`config.mk`:
```
export PLATFORM = sky130hd
export DESIGN_NAME = interrupt_ack_sequencer
export DESIGN_NICKNAME = d
export VERILOG_FILES = /design/src/rtl/interrupt_ack_sequencer_pkg.sv /design/src/rtl/interrupt_ack_sequencer_priority_resolver.sv /design/src/rtl/interrupt_ack_sequencer.sv
export SDC_FILE = /design/constraint.sdc
export NUM_CORES = 1
export LEC_CHECK = 0
export ABC_AREA = 1
export CELL_PAD_IN_SITES_DETAIL_PLACEMENT = 0
export CELL_PAD_IN_SITES_GLOBAL_PLACEMENT = 2
export CORE_MARGIN = 2
export CORE_UTILIZATION = 22
export CTS_CLUSTER_SIZE = 12
export DETAILED_ROUTE_END_ITERATION = 8
export PLACE_DENSITY = 0.78
export SYNTH_ARGS = -nofsm -noshare
export SYNTH_HDL_FRONTEND = slang
export SYNTH_HIERARCHICAL = 1
export SYNTH_SLANG_ARGS = --single-unit
```
`constraint.sdc`:
```
create_clock -name clk -period 1.9 [get_ports clk]
set_input_delay 0.38 -clock clk [delete_from_list [all_inputs] [get_ports clk]]
set_output_delay 0.38 -clock clk [all_outputs]
set_load 0.005 [all_outputs]
```
`src/rtl/interrupt_ack_sequencer_pkg.sv`:
```
// Shared definitions for the PIC interrupt acknowledge path.
// Contents: handshake state enum, trigger-mode constants, spurious level,
// level-to-one-hot helper.
package pic_pkg;

  localparam int unsigned NUM_LEVELS = 8;
  localparam int unsigned LEVEL_W    = 3;
  localparam int unsigned VBASE_W    = 5;

  typedef enum logic [2:0] {
    ST_IDLE  = 3'd0,
    ST_REQ   = 3'd1,
    ST_ACK1  = 3'd2,
    ST_WAIT2 = 3'd3,
    ST_ACK2  = 3'd4
  } state_e;

  localparam logic EDGE_TRIGGERED  = 1'b0;
  localparam logic LEVEL_TRIGGERED = 1'b1;

  // Level reported when the request disappears before the first INTA.
  localparam logic [LEVEL_W-1:0] SPURIOUS_LEVEL = 3'd7;

  function automatic logic [NUM_LEVELS-1:0] level_onehot(input logic [LEVEL_W-1:0] lvl);
    return NUM_LEVELS'(1) << lvl;
  endfunction

endpackage

```
`src/rtl/interrupt_ack_sequencer_priority_resolver.sv`:
```
// Priority_Resolver: combinational lowest-set-index finder, IR0 highest.
// Ports: i_vec (8-bit vector), o_idx_c (index of lowest set bit, 0 if none),
//        o_valid_c (1 when any bit of i_vec is set).
module Priority_Resolver
  import pic_pkg::*;
(
  input  logic [NUM_LEVELS-1:0] i_vec,
  output logic [LEVEL_W-1:0]    o_idx_c,
  output logic                  o_valid_c
);

  // Scan from the top down so the lowest set index is the last one written.
  always_comb begin
    o_idx_c   = '0;
    o_valid_c = 1'b0;
    for (int i = int'(NUM_LEVELS) - 1; i >= 0; i--) begin
      if (i_vec[i]) begin
        o_idx_c   = LEVEL_W'(i);
        o_valid_c = 1'b1;
      end
    end
  end

endmodule

```
`src/rtl/interrupt_ack_sequencer.sv`:
```
// interrupt_ack_sequencer: raises INT for the highest-priority unmasked request
// that outranks everything in service, runs the two-pulse INTA handshake,
// drives the vector byte on the second pulse and maintains the ISR / EOI logic.
// Ports: clk, reset (sync, active-high); Int_Req_Reg, Int_Mask_Reg, Vector_Base,
//        Auto_EOI, INTA_n, Non_Specific_EOI, Specific_EOI, EOI_Level (inputs);
//        INT, Clear_bits_IRR, In_Service_Reg, Vector_Out, Vector_Valid (registered outputs).
module interrupt_ack_sequencer
  import pic_pkg::*;
(
  input  logic                  clk,
  input  logic                  reset,
  input  logic [NUM_LEVELS-1:0] Int_Req_Reg,
  input  logic [NUM_LEVELS-1:0] Int_Mask_Reg,
  input  logic [VBASE_W-1:0]    Vector_Base,
  input  logic                  Auto_EOI,
  input  logic                  INTA_n,
  input  logic                  Non_Specific_EOI,
  input  logic                  Specific_EOI,
  input  logic [LEVEL_W-1:0]    EOI_Level,
  output logic                  INT,
  output logic [NUM_LEVELS-1:0] Clear_bits_IRR,
  output logic [NUM_LEVELS-1:0] In_Service_Reg,
  output logic [7:0]            Vector_Out,
  output logic                  Vector_Valid
);

  state_e                r_state;
  logic                  r_inta_q;
  logic [LEVEL_W-1:0]    r_level;
  logic                  r_spurious;
  logic                  r_int;
  logic [NUM_LEVELS-1:0] r_clr;
  logic [NUM_LEVELS-1:0] r_isr;
  logic [7:0]            r_vec;
  logic                  r_vvalid;

  state_e                w_state_nxt;
  logic [LEVEL_W-1:0]    w_level_nxt;
  logic                  w_spurious_nxt;
  logic                  w_int_nxt;
  logic [NUM_LEVELS-1:0] w_clr_nxt;
  logic [NUM_LEVELS-1:0] w_isr_set;
  logic [NUM_LEVELS-1:0] w_isr_clr;
  logic [NUM_LEVELS-1:0] w_isr_nxt;
  logic [7:0]            w_vec_nxt;
  logic                  w_vvalid_nxt;

  logic [NUM_LEVELS-1:0] w_pending;
  logic [LEVEL_W-1:0]    w_pend_idx;
  logic                  w_pend_valid;
  logic [LEVEL_W-1:0]    w_isr_idx;
  logic                  w_isr_valid;
  logic                  w_qualified;
  logic                  w_fall;
  logic                  w_rise;

  assign w_pending = Int_Req_Reg & ~Int_Mask_Reg;

  Priority_Resolver u_pend_res (
    .i_vec     (w_pending),
    .o_idx_c   (w_pend_idx),
    .o_valid_c (w_pend_valid)
  );

  Priority_Resolver u_isr_res (
    .i_vec     (r_isr),
    .o_idx_c   (w_isr_idx),
    .o_valid_c (w_isr_valid)
  );

  // A candidate only interrupts if it outranks the highest level in service.
  assign w_qualified = w_pend_valid && (!w_isr_valid || (w_pend_idx < w_isr_idx));
  assign w_fall      = r_inta_q & ~INTA_n;
  assign w_rise      = ~r_inta_q & INTA_n;

  // Next-state and next-output logic.
  always_comb begin
    w_state_nxt    = r_state;
    w_level_nxt    = r_level;
    w_spurious_nxt = r_spurious;
    w_int_nxt      = r_int;
    w_clr_nxt      = '0;
    w_isr_set      = '0;
    w_isr_clr      = '0;
    w_vec_nxt      = r_vec;
    w_vvalid_nxt   = r_vvalid;

    unique case (r_state)
      ST_IDLE: begin
        if (w_qualified) begin
          w_int_nxt   = 1'b1;
          w_state_nxt = ST_REQ;
        end
      end
      ST_REQ: begin
        if (w_fall) begin
          // Request withdrawn since INT was raised: answer with the spurious level.
          w_spurious_nxt = ~w_pend_valid;
          w_level_nxt    = w_pend_valid ? w_pend_idx : SPURIOUS_LEVEL;
          if (w_pend_valid) begin
            w_isr_set = level_onehot(w_pend_idx);
            w_clr_nxt = level_onehot(w_pend_idx);
          end
          w_int_nxt   = 1'b0;
          w_state_nxt = ST_ACK1;
        end
      end
      ST_ACK1: begin
        if (w_rise) w_state_nxt = ST_WAIT2;
      end
      ST_WAIT2: begin
        if (w_fall) begin
          w_vec_nxt    = {Vector_Base, r_level};
          w_vvalid_nxt = 1'b1;
          w_state_nxt  = ST_ACK2;
        end
      end
      ST_ACK2: begin
        if (w_rise) begin
          w_vvalid_nxt = 1'b0;
          if (Auto_EOI && !r_spurious) w_isr_clr = level_onehot(r_level);
          w_state_nxt = ST_IDLE;
        end
      end
      default: w_state_nxt = ST_IDLE;
    endcase

    // EOI commands apply in every state; specific outranks non-specific.
    if (Specific_EOI) begin
      w_isr_clr = w_isr_clr | level_onehot(EOI_Level);
    end else if (Non_Specific_EOI && w_isr_valid) begin
      w_isr_clr = w_isr_clr | level_onehot(w_isr_idx);
    end

    w_isr_nxt = (r_isr & ~w_isr_clr) | w_isr_set;
  end

  // State and output registers.
  always_ff @(posedge clk) begin
    if (reset) begin
      r_state    <= ST_IDLE;
      r_inta_q   <= 1'b1;
      r_level    <= '0;
      r_spurious <= 1'b0;
      r_int      <= 1'b0;
      r_clr      <= '0;
      r_isr      <= '0;
      r_vec      <= '0;
      r_vvalid   <= 1'b0;
    end else begin
      r_state    <= w_state_nxt;
      r_inta_q   <= INTA_n;
      r_level    <= w_level_nxt;
      r_spurious <= w_spurious_nxt;
      r_int      <= w_int_nxt;
      r_clr      <= w_clr_nxt;
      r_isr      <= w_isr_nxt;
      r_vec      <= w_vec_nxt;
      r_vvalid   <= w_vvalid_nxt;
    end
  end

  assign INT            = r_int;
  assign Clear_bits_IRR = r_clr;
  assign In_Service_Reg = r_isr;
  assign Vector_Out     = r_vec;
  assign Vector_Valid   = r_vvalid;

endmodule

```
==> After elaboration in Yosys (flattened, before gate mapping) <==
Index checks and enable logic that the tools add are counted.
{ "classes": {"magnitude_cmp": 1, "n_eq_ne": 9, "shifts": 4, "mux": 53, "bitwise_logic": 12, "n_reduce_logical": 14} }
{ "ops": {"columns": ["op", "count"], "rows": [
  ["3-bit 2-to-1 mux", 22],
  ["8-bit 2-to-1 mux", 8],
  ["1-bit by 3-bit left shift with 8-bit output, first input constant", 4],
  ["8-bit OR", 3],
  ["1-bit 2-to-1 mux", 20],
  ["8-bit AND", 2],
  ["8-bit NOT", 2],
  ["3-bit one-hot mux with 5 select lines", 1],
  ["2-bit inequality test, second input constant", 5],
  ["3-bit by 2-bit equality test with 1-bit output, second input constant", 2],
  ["3-bit AND reduction", 2],
  ["5-bit AND reduction", 1],
  ["1-bit one-hot mux with 2 select lines", 2],
  ["2-bit AND reduction", 2],
  ["2-bit nonzero test", 2],
  ["3-bit by 1-bit equality test with 1-bit output, second input constant", 1],
  ["3-bit equality test, second input constant", 1],
  ["1-bit logical AND", 3],
  ["3-bit logical NOT", 1],
  ["3-bit less-than comparator", 1],
  ["1-bit NOT", 3],
  ["1-bit AND", 2],
  ["1-bit logical NOT", 2],
  ["1-bit logical OR", 1]
]} }
{ "totals": {"reg_bits": 34, "output_inout_bits": 26, "wordCells": 102} }

==> Longest topological paths before layout <==
Gate-level depths: netlist of the first run.
{ "logic_depth": {"word_depth": 15, "mapped_depth": 19, "depth_no_buf": 19} }

==> Modules after synthesis <==
Netlist of the first run, hierarchy kept.
{ "modules_own_cells": {"columns": ["mod", "instances", "cells_per_inst", "area_each_um2", "seq_area_each_um2"], "rows": [
  ["interrupt_ack_sequencer", 1, 226, 1605.3, 680.7],
  ["Priority_Resolver", 2, 22, 98.8, 0.0]
]} }

==> Worst setup path after synthesis of the first run <==
Ideal clock, no wire load.
{ "synth_timing": {"path_kind": "input port to flip-flop", "from": "input Int_Req_Reg[7]", "to": "register r_state[1]", "t_arrival_ns": 1.751, "path_slack_ns": 0.034, "path_stages": 14, "path_buffers": 0, "path_cell_list": "inv_1 > nor2_1 > or2_1 > nor3_2 > nor2_1 > ha_1 > a21oi_1 > nand2_1 > nand2_1 > nand2_1 > nand2_1 > nand3_1 > nand2_1 > nor2_1"} }
{ "synth_via": {"elab_chain_cells": 14, "word_cells_on_any_way": 22, "classes_between": "order compare: 1; eq/ne: 1; mux: 16; bitwise: 1; reduce/logical: 3"} }
{ "synth_rtl": {"columns": ["element", "line_no", "source"], "rows": [
  ["start: declaration", "interrupt_ack_sequencer.sv:12", "input logic [NUM_LEVELS-1:0] Int_Req_Reg,"],
  ["8-bit AND", "interrupt_ack_sequencer.sv:57", "assign w_pending = Int_Req_Reg & ~Int_Mask_Reg;"],
  ["named net w_pending[7]", "interrupt_ack_sequencer.sv:48", "logic [NUM_LEVELS-1:0] w_pending;"],
  ["3-bit 2-to-1 mux (8 in a row)", "interrupt_ack_sequencer_priority_resolver.sv:17", "if (i_vec[i]) begin"],
  ["named net w_pend_idx[2]", "interrupt_ack_sequencer.sv:49", "logic [LEVEL_W-1:0] w_pend_idx;"],
  ["3-bit less-than comparator", "interrupt_ack_sequencer.sv:72", "assign w_qualified = w_pend_valid && (!w_isr_valid || (w_pend_idx < w_isr_idx));"],
  ["1-bit logical OR", "interrupt_ack_sequencer.sv:72", null],
  ["1-bit logical AND", "interrupt_ack_sequencer.sv:72", null],
  ["2-bit inequality test (no source line)", null, null],
  ["5-bit AND reduction (no source line)", null, null],
  ["end signal: assignment", "interrupt_ack_sequencer.sv:151", "r_state <= w_state_nxt;"],
  ["end: declaration", "interrupt_ack_sequencer.sv:27", "state_e r_state;"]
]} }
The timed path passes the listed nets, and every way through them passes these cells.
A chain may end at the register's enable or synchronous reset.

==> Final worst setup path of the first run <==
{ "layout_timing": {"from": "register r_isr[6] (netlist: In_Service_Reg[6])", "to": "register r_int (netlist: INT)"} }
{ "layout_via": {"elab_chain_cells": 12, "word_cells_on_any_way": 20, "classes_between": "order compare: 1; eq/ne: 1; mux: 14; reduce/logical: 4"} }
{ "layout_rtl": {"columns": ["element", "line_no", "source"], "rows": [
  ["start: declaration", "interrupt_ack_sequencer.sv:33", "logic [NUM_LEVELS-1:0] r_isr;"],
  ["start signal: assignment", "interrupt_ack_sequencer.sv:157", "r_isr <= w_isr_nxt;"],
  ["3-bit 2-to-1 mux (7 in a row)", "interrupt_ack_sequencer_priority_resolver.sv:17", null],
  ["named net w_isr_idx[1]", "interrupt_ack_sequencer.sv:51", "logic [LEVEL_W-1:0] w_isr_idx;"],
  ["3-bit less-than comparator", "interrupt_ack_sequencer.sv:72", null],
  ["1-bit logical OR", "interrupt_ack_sequencer.sv:72", null],
  ["1-bit logical AND", "interrupt_ack_sequencer.sv:72", null],
  ["2-bit inequality test (no source line)", null, null],
  ["3-bit AND reduction (no source line)", null, null],
  ["end signal: assignment", "interrupt_ack_sequencer.sv:155", "r_int <= w_int_nxt;"],
  ["end: declaration", "interrupt_ack_sequencer.sv:31", "logic r_int;"]
]} }
The timed path passes the listed nets, and every way through them passes these cells.

==> metrics.md, run 1 <==
| Metric | Value |
|---|---|
| R2R Path Start | In_Service_Reg[6] |
| Core Area | 8090 um2 |
| Cell accounting for the most synthesized area | dfxtp_1 |
| Cell-internal power | 1.40 mW |
| Pwr Density | 691 nW/um2 |
| Combinational power share | 0.333 |
| I/O Pins | 56 |
| DIE HEIGHT | 94.5 um |
| Clock skew | 0.00587 ns |
| Area contributors post-synth | dfxtp_1, inv_1, nand2_1 |
| FF-to-FF End | INT |
| Synthesized area | 1800 um2 |
| Netlist cell types | 29 |
| Worst-Margin Slew | 0.420 ns |
| Sink Count | 34 |
| Slew Limit Fails | 0 |
| Final Power | 2.10 mW |
| Initial core utilization | 0.223 |
| Slowest cell on the critical path | dfxtp_2 |
| Simple-gate share of the synthesized area | 0.342 |
| PortBufs | 55 |
| Peak supply drop | 354 uV |
| Pre-Repair DR Iteration Count | 4 |
| Worst path max stage delay | 0.33 ns |
| Hold_sp | r_spurious |
| Post-synthesis average cell area | 6.68 um2 |
| GRT overflow | 0 |
| Kind of critical path | flip-flop to flip-flop |
| RSZ-0062 raised after global routing | yes |
| Drt initial violations | 46 |
| Post-synth net total | 302 |
| R2R depth | 14 |
| Layout cell share with drive strength beyond 1 | 0.259 |
| WL per Instance | 11.6 um |
| Sw Share | 0.330 |
| Global Route Usage Sum | 0.129 |
| Fin nets | 406 |
| HPWL Detailed | 4.40 mm |
| Endpoint, Worst Hold | r_spurious |
| Top-area cell type share of the netlist area | 0.378 |
| Sequential cell area | 683 um2 |
| Synth Warn # | 6 |
| HP Class | flip-flop to flip-flop |
| ANT nets after route | 0 |
| Vias in the first global route | 1971 |
| Family with the most delay on the worst path | simple AND/OR/NAND/NOR gates |
| Share of the clock period used by the worst path | 0.949 |
| Vias per std cell | 4.25 |
| Final Setup Violations | 0 |
| Multi-input gate area | 1020 um2 |
| Compound-gate portion of the synthesized area | 0.138 |
| Final critical-path required period | 1.80 ns |
| Outcome | finished, final reports clean |
| CP required | 2.09 ns |
| Max Cap Viol | 0 |
| Worst Path Arrival | 1.99 ns |
| Clk_lat worst skew | 0.29 ns |
| Maximum clock path buffer count | 2 |
| CP max FO | 4 |
| Sequential fraction of the synthesis area | 0.378 |
| CP endpoint kind | flip-flop |
| Max-slew headroom | 0.720 |
| Mapped Cells | 270 |
| CP bufs+invs | 2 |
| CP Launch Type | flip-flop |
| # DRC | 0 |
| Post-synthesis adder-cell area fraction | 0.0139 |
| Yosys reg bits | 34 |
| Largest net degree at the start of global routing | 12 |
| Max H-tree Level | 2 |
| NetSw | 692 uW |
| Largest family of logic cells by synthesized area | simple AND/OR/NAND/NOR gates |
| Clock group share of total power | 0.264 |
| Clk pin slew, worst setup/hold paths | 0.07 ns |
| Fillers | 902 |
| FMAX | 0.555 GHz |
| CTS Buf Count | 5 |
| Die area | 8940 um2 |
| RD Place Congestion | 0.872 |
| Min-Delay Path Depth | 2 |
| CTS tree | yes |
| Dpl cell area | 2750 um2 |
| Area Overhead vs Synth | 68.2% |
| Clk root buf | clkbuf_8 |
| Core Rows | 33 |
| Multiplexer area fraction after synthesis | 0 |
| Lkg Pwr | 1.40 nW |
| TNS Setup | 0 ns |
| Worst path setup slack after routing | 0.0974 ns |
| Post-synthesis xor/xnor area fraction | 0 |
| Die Width | 94.5 um |
| CP dominant cell by count | nand2_1 |
| Final Hold Violating Endpoints | 0 |
| Final Cell Area | 3030 um2 |
| Pre-CTS setup slack | -0.495 ns |
| Antenna fix cells | 0 |
| Initial antenna violation count | 0 |
| Internal reg-to-reg setup slack | 0.1 ns |
| First-pass GRT wire length | 8.94 mm |
| Total length of routed wires | 5.57 mm |
| Final core utilization | 0.375 |
| Vias | 2040 |
| Crit-path cells | or2_4, nand3_4, a31oi_4, inv_2, ha_4, nand2_1, inv_1, nand2_1, nand2_1, nand2_1, nand2_1, nand2_2, a21oi_1, nor2_1 |
| Reg power frac | 0.403 |
## synthesized netlist by cell type, drive strengths merged
library cell,n
a211oi,1
a21o,1
a21oi,18
a31oi,3
buf,3
clkbuf,1
dfxtp,34
ha,2
inv,56
nand2,42
nand3,18
nand4,14
nor2,40
nor3,9
o211ai,1
o21ai,21
o22ai,2
or2,4
## registers in the layout (all words and copies together) (netlist names)
signal	cells
Clear_bits_IRR	8
r_level	3
Vector_Valid	1
r_inta_q	1
r_spurious	1
INT	1
r_state	3
Vector_Out	8
In_Service_Reg	8
## routing by layer
metal  GRT usage  vias up  share of wire
li1            -     1079              -
met1       0.157      912           0.44
met2       0.221       44           0.49
met3      0.0447        5          0.059
met4      0.0290        0         0.0079
met5           0        -              0
## how the worst max path moves through the flow
stage                      startpoint    endpoint  slack [ns]  cells past startpoint
floorplan              Int_Req_Reg[7]  r_state[1]        0.03                     14
global placement      Int_Mask_Reg[7]  r_state[1]       -0.45                     14
detailed placement     Int_Req_Reg[7]  r_state[1]       -0.50                     17
CTS                   Int_Mask_Reg[2]  r_state[1]       0.001                     16
global route        In_Service_Reg[6]  r_state[0]       -0.04                     14
finish              In_Service_Reg[6]         INT         0.1                     14
## tightest hold or removal path, cell delays in order, from the launching register on
cell      delay, ns
dfxtp_1        0.30
inv_1          0.06
a211oi_1       0.07
## cell type report
| type | count | area share |
|---|---|---|
| tap | 105 | 0.0433 |
| inverter | 56 | 0.0693 |
| timing repair buffer | 101 | 0.296 |
| sequential | 34 | 0.225 |
| clock buffer | 7 | 0.0285 |
| clock inverter | 1 | 0.00165 |
| multi-input combinational | 176 | 0.336 |
## timing repair
| item | in CTS | in global routing |
|---|---|---|
| gates cloned | 0 | 0 |
| pin swaps | 21 | 17 |
| endpoints found under the setup margin | 3 | 5 |
| resized for setup | 26 | 29 |
| hold buffers | 0 | 0 |
| buffers inserted | 5 | 3 |
## metrics by stage
step,instances,hold slack (ns)
2_1_floorplan,270,0.437
3_3_place_gp,464,0.461
3_5_place_dp,464,0.463
4_1_cts,477,0.478
5_1_grt,480,0.507
6_report,480,0.470
## power groups by stage
stage | registers [mW] | logic, mW | clock network [mW]
final | 0.844 | 0.698 | 0.553
after global routing | 0.853 | 0.780 | 0.615
after CTS | 0.843 | 0.658 | 0.575
after detailed placement | 0.858 | 0.619 | 0
after global placement | 0.856 | 0.615 | 0
after floorplan | 0.848 | 0.338 | 0
## cell families after synthesis
kind of cell	count (synthesis)
flops	34
fa+ha+maj	2
compound gates	47
simple gates	127
buf+inv	60
## placed cells by master (no fill, tap or decap), types with 3 or more instances in the layout
| cell | instances |
|---|---|
| nor3_1 | 5 |
| nand2_1 | 38 |
| nand3_2 | 3 |
| dlymetal6s2s_1 | 5 |
| nor3_2 | 3 |
| inv_1 | 47 |
| buf_4 | 46 |
| o21ai_0 | 19 |
| inv_2 | 9 |
| nand4_1 | 14 |
| nand3_1 | 13 |
| nor2_1 | 29 |
| nor2_2 | 10 |
| nand2_2 | 3 |
| clkbuf_8 | 6 |
| dfxtp_1 | 32 |
| a21oi_1 | 16 |
| clkdlybuf4s50_1 | 39 |
| dlygate4sd2_1 | 9 |
No activity file was read; power rests on OpenSTA's default activity.
==> run 2: changes to the inputs <==
- CTS_CLUSTER_SIZE: 12 -> 14
- HOLD_SLACK_MARGIN: not set -> 0.1
==> results of run 2 <==
Final layout, timing and power as in run 1 (identical DEF).
==> run 3: changes to the inputs <==
- PLACE_DENSITY: 0.78 -> not set
- PLACE_DENSITY_LB_ADDON: not set -> 0.1
==> run 3 against run 2 <==
- final cell count is 0.63% higher
- die area stayed put
- worst setup slack got worse by 0.0029 ns
- wire length up 4.0%
- via count fell by 0.15%
- critical endpoint is now r_state[0]
==> metrics.md, run 3 (synthesis gave the netlist of run 1 again) <==
| Metric | Value |
|---|---|
| Lkg Pwr | 1.42 nW |
| Final Setup Violations | 0 |
| First-pass GRT wire length | 9.42 mm |
| CP endpoint kind | flip-flop |
| Final Cell Area | 3080 um2 |
| Antenna fix cells | 0 |
| Core Area | 8090 um2 |
| Initial core utilization | 0.223 |
| Clock skew | 0.00843 ns |
| Vias per std cell | 4.22 |
| Worst Path Arrival | 2.03 ns |
| Pwr Density | 691 nW/um2 |
| Dpl cell area | 2740 um2 |
| CP max FO | 4 |
| Hold_sp | r_spurious |
| Clk root buf | clkbuf_8 |
| Die Width | 94.5 um |
| Outcome | finished, final reports clean |
| Area Overhead vs Synth | 71.1% |
| Vias | 2037 |
| RSZ-0062 raised after global routing | yes |
| Peak supply drop | 309 uV |
| Share of the clock period used by the worst path | 0.950 |
| Sequential cell area | 686 um2 |
| HPWL Detailed | 4.60 mm |
| Global Route Usage Sum | 0.137 |
| DIE HEIGHT | 94.5 um |
| Worst-Margin Slew | 0.414 ns |
| Fin nets | 409 |
| CP Launch Type | flip-flop |
| Drt initial violations | 64 |
| HP Class | flip-flop to flip-flop |
| Max H-tree Level | 2 |
| R2R Path Start | In_Service_Reg[6] |
| # DRC | 0 |
| R2R depth | 12 |
| Max-slew headroom | 0.724 |
| Min-Delay Path Depth | 2 |
| Most common cell after layout, fill and taps aside | buf_4 |
| Core Rows | 33 |
| WL per Instance | 12.0 um |
| Kind of critical path | flip-flop to flip-flop |
| CTS Buf Count | 5 |
| Pre-Repair DR Iteration Count | 4 |
| Final critical-path required period | 1.81 ns |
| Commonest cells after routing, fill and taps aside | buf_4, inv_1, clkdlybuf4s50_1 |
| Initial antenna violation count | 0 |
| I/O Pins | 56 |
| Maximum clock path buffer count | 2 |
| FF-to-FF End | r_state[0] |
| Clk_lat worst skew | 0.28 ns |
| Max Cap Viol | 0 |
| Largest net degree at the start of global routing | 12 |
| PortBufs | 55 |
| Multi-input gate area | 1060 um2 |
| CP required | 2.12 ns |
| RD Place Congestion | 0.791 |
| Total length of routed wires | 5.79 mm |
| Die area | 8940 um2 |
| Endpoint, Worst Hold | r_spurious |
| CTS tree | yes |
| Slew Limit Fails | 0 |
| Final Power | 2.13 mW |
| FMAX | 0.554 GHz |
| Final Hold Violating Endpoints | 0 |
| Vias in the first global route | 2014 |
| Layout cell share with drive strength beyond 1 | 0.299 |
| Clk pin slew, worst setup/hold paths | 0.07 ns |
| GRT overflow | 0 |
| Sink Count | 34 |
| Internal reg-to-reg setup slack | 0.09 ns |
| Fillers | 908 |
| ANT nets after route | 0 |
| TNS Setup | 0 ns |
-- run 3: how the worst max path moves through the flow --
stage	startpoint	depth (start not counted)	slack (ns)	endpoint
2_1_floorplan	Int_Req_Reg[7]	14	0.03	r_state[1]
3_3_place_gp	Int_Mask_Reg[7]	14	-0.50	r_state[1]
3_5_place_dp	Int_Req_Reg[7]	17	-0.54	r_state[1]
4_1_cts	Int_Req_Reg[7]	17	0.0004	r_state[1]
5_1_grt	In_Service_Reg[6]	15	-0.06	r_state[1]
6_report	In_Service_Reg[6]	12	0.09	r_state[0]
-- run 3: final cells by class --
class | count | share of cell area
clock inverter | 2 | 0.00406
clock buffer | 6 | 0.0268
sequential | 34 | 0.222
tap | 105 | 0.0426
timing repair buffer | 104 | 0.294
multi-input combinational | 176 | 0.342
inverter | 56 | 0.0682
-- run 3: critical path: stages (launching register included) --
cell and delay [ns]:
dfxtp_2 0.32, or2_4 0.28, nor3_4 0.19, nor2_2 0.05
inv_2 0.08, ha_4 0.20, a21oi_1 0.12, nand2_1 0.06
nand2_1 0.06, nand2_2 0.08, nand2_4 0.09, nand3_2 0.06
a21oi_1 0.15
-- run 3: routing by layer --
layer	vias up	share of wire	wire length, um	GRT usage
li1	1081	-	-	-
met4	0	0.013	75	0.0423
met5	-	0	0	0
met2	49	0.46	2660	0.226
met1	901	0.48	2760	0.179
met3	6	0.051	295	0.0303
-- run 3: power breakdown --
part	total (mW)	internal, mW	switching (mW)
combinational	0.722	0.344	0.378
clock	0.564	0.291	0.273
sequential	0.844	0.782	0.0620
-- run 3: per-stage QoR --
stage / setup slack (ns) / utilization / cells / hold WS (ns)
2_1_floorplan: 0.0340 / - / 270 / 0.437
3_3_place_gp: -0.502 / 0.339 / 463 / 0.455
3_5_place_dp: -0.537 / 0.339 / 463 / 0.456
4_1_cts: 0.000371 / 0.364 / 480 / 0.467
5_1_grt: -0.0590 / 0.381 / 483 / 0.488
6_report: 0.0945 / 0.381 / 483 / 0.469
-- run 3: what timing repair did --
item | in CTS | in global routing
setup buffers | 9 | 3
endpoints found under the setup margin | 5 | 14
pin swaps | 20 | 21
hold buffers | 0 | 0
gates resized for setup | 28 | 44
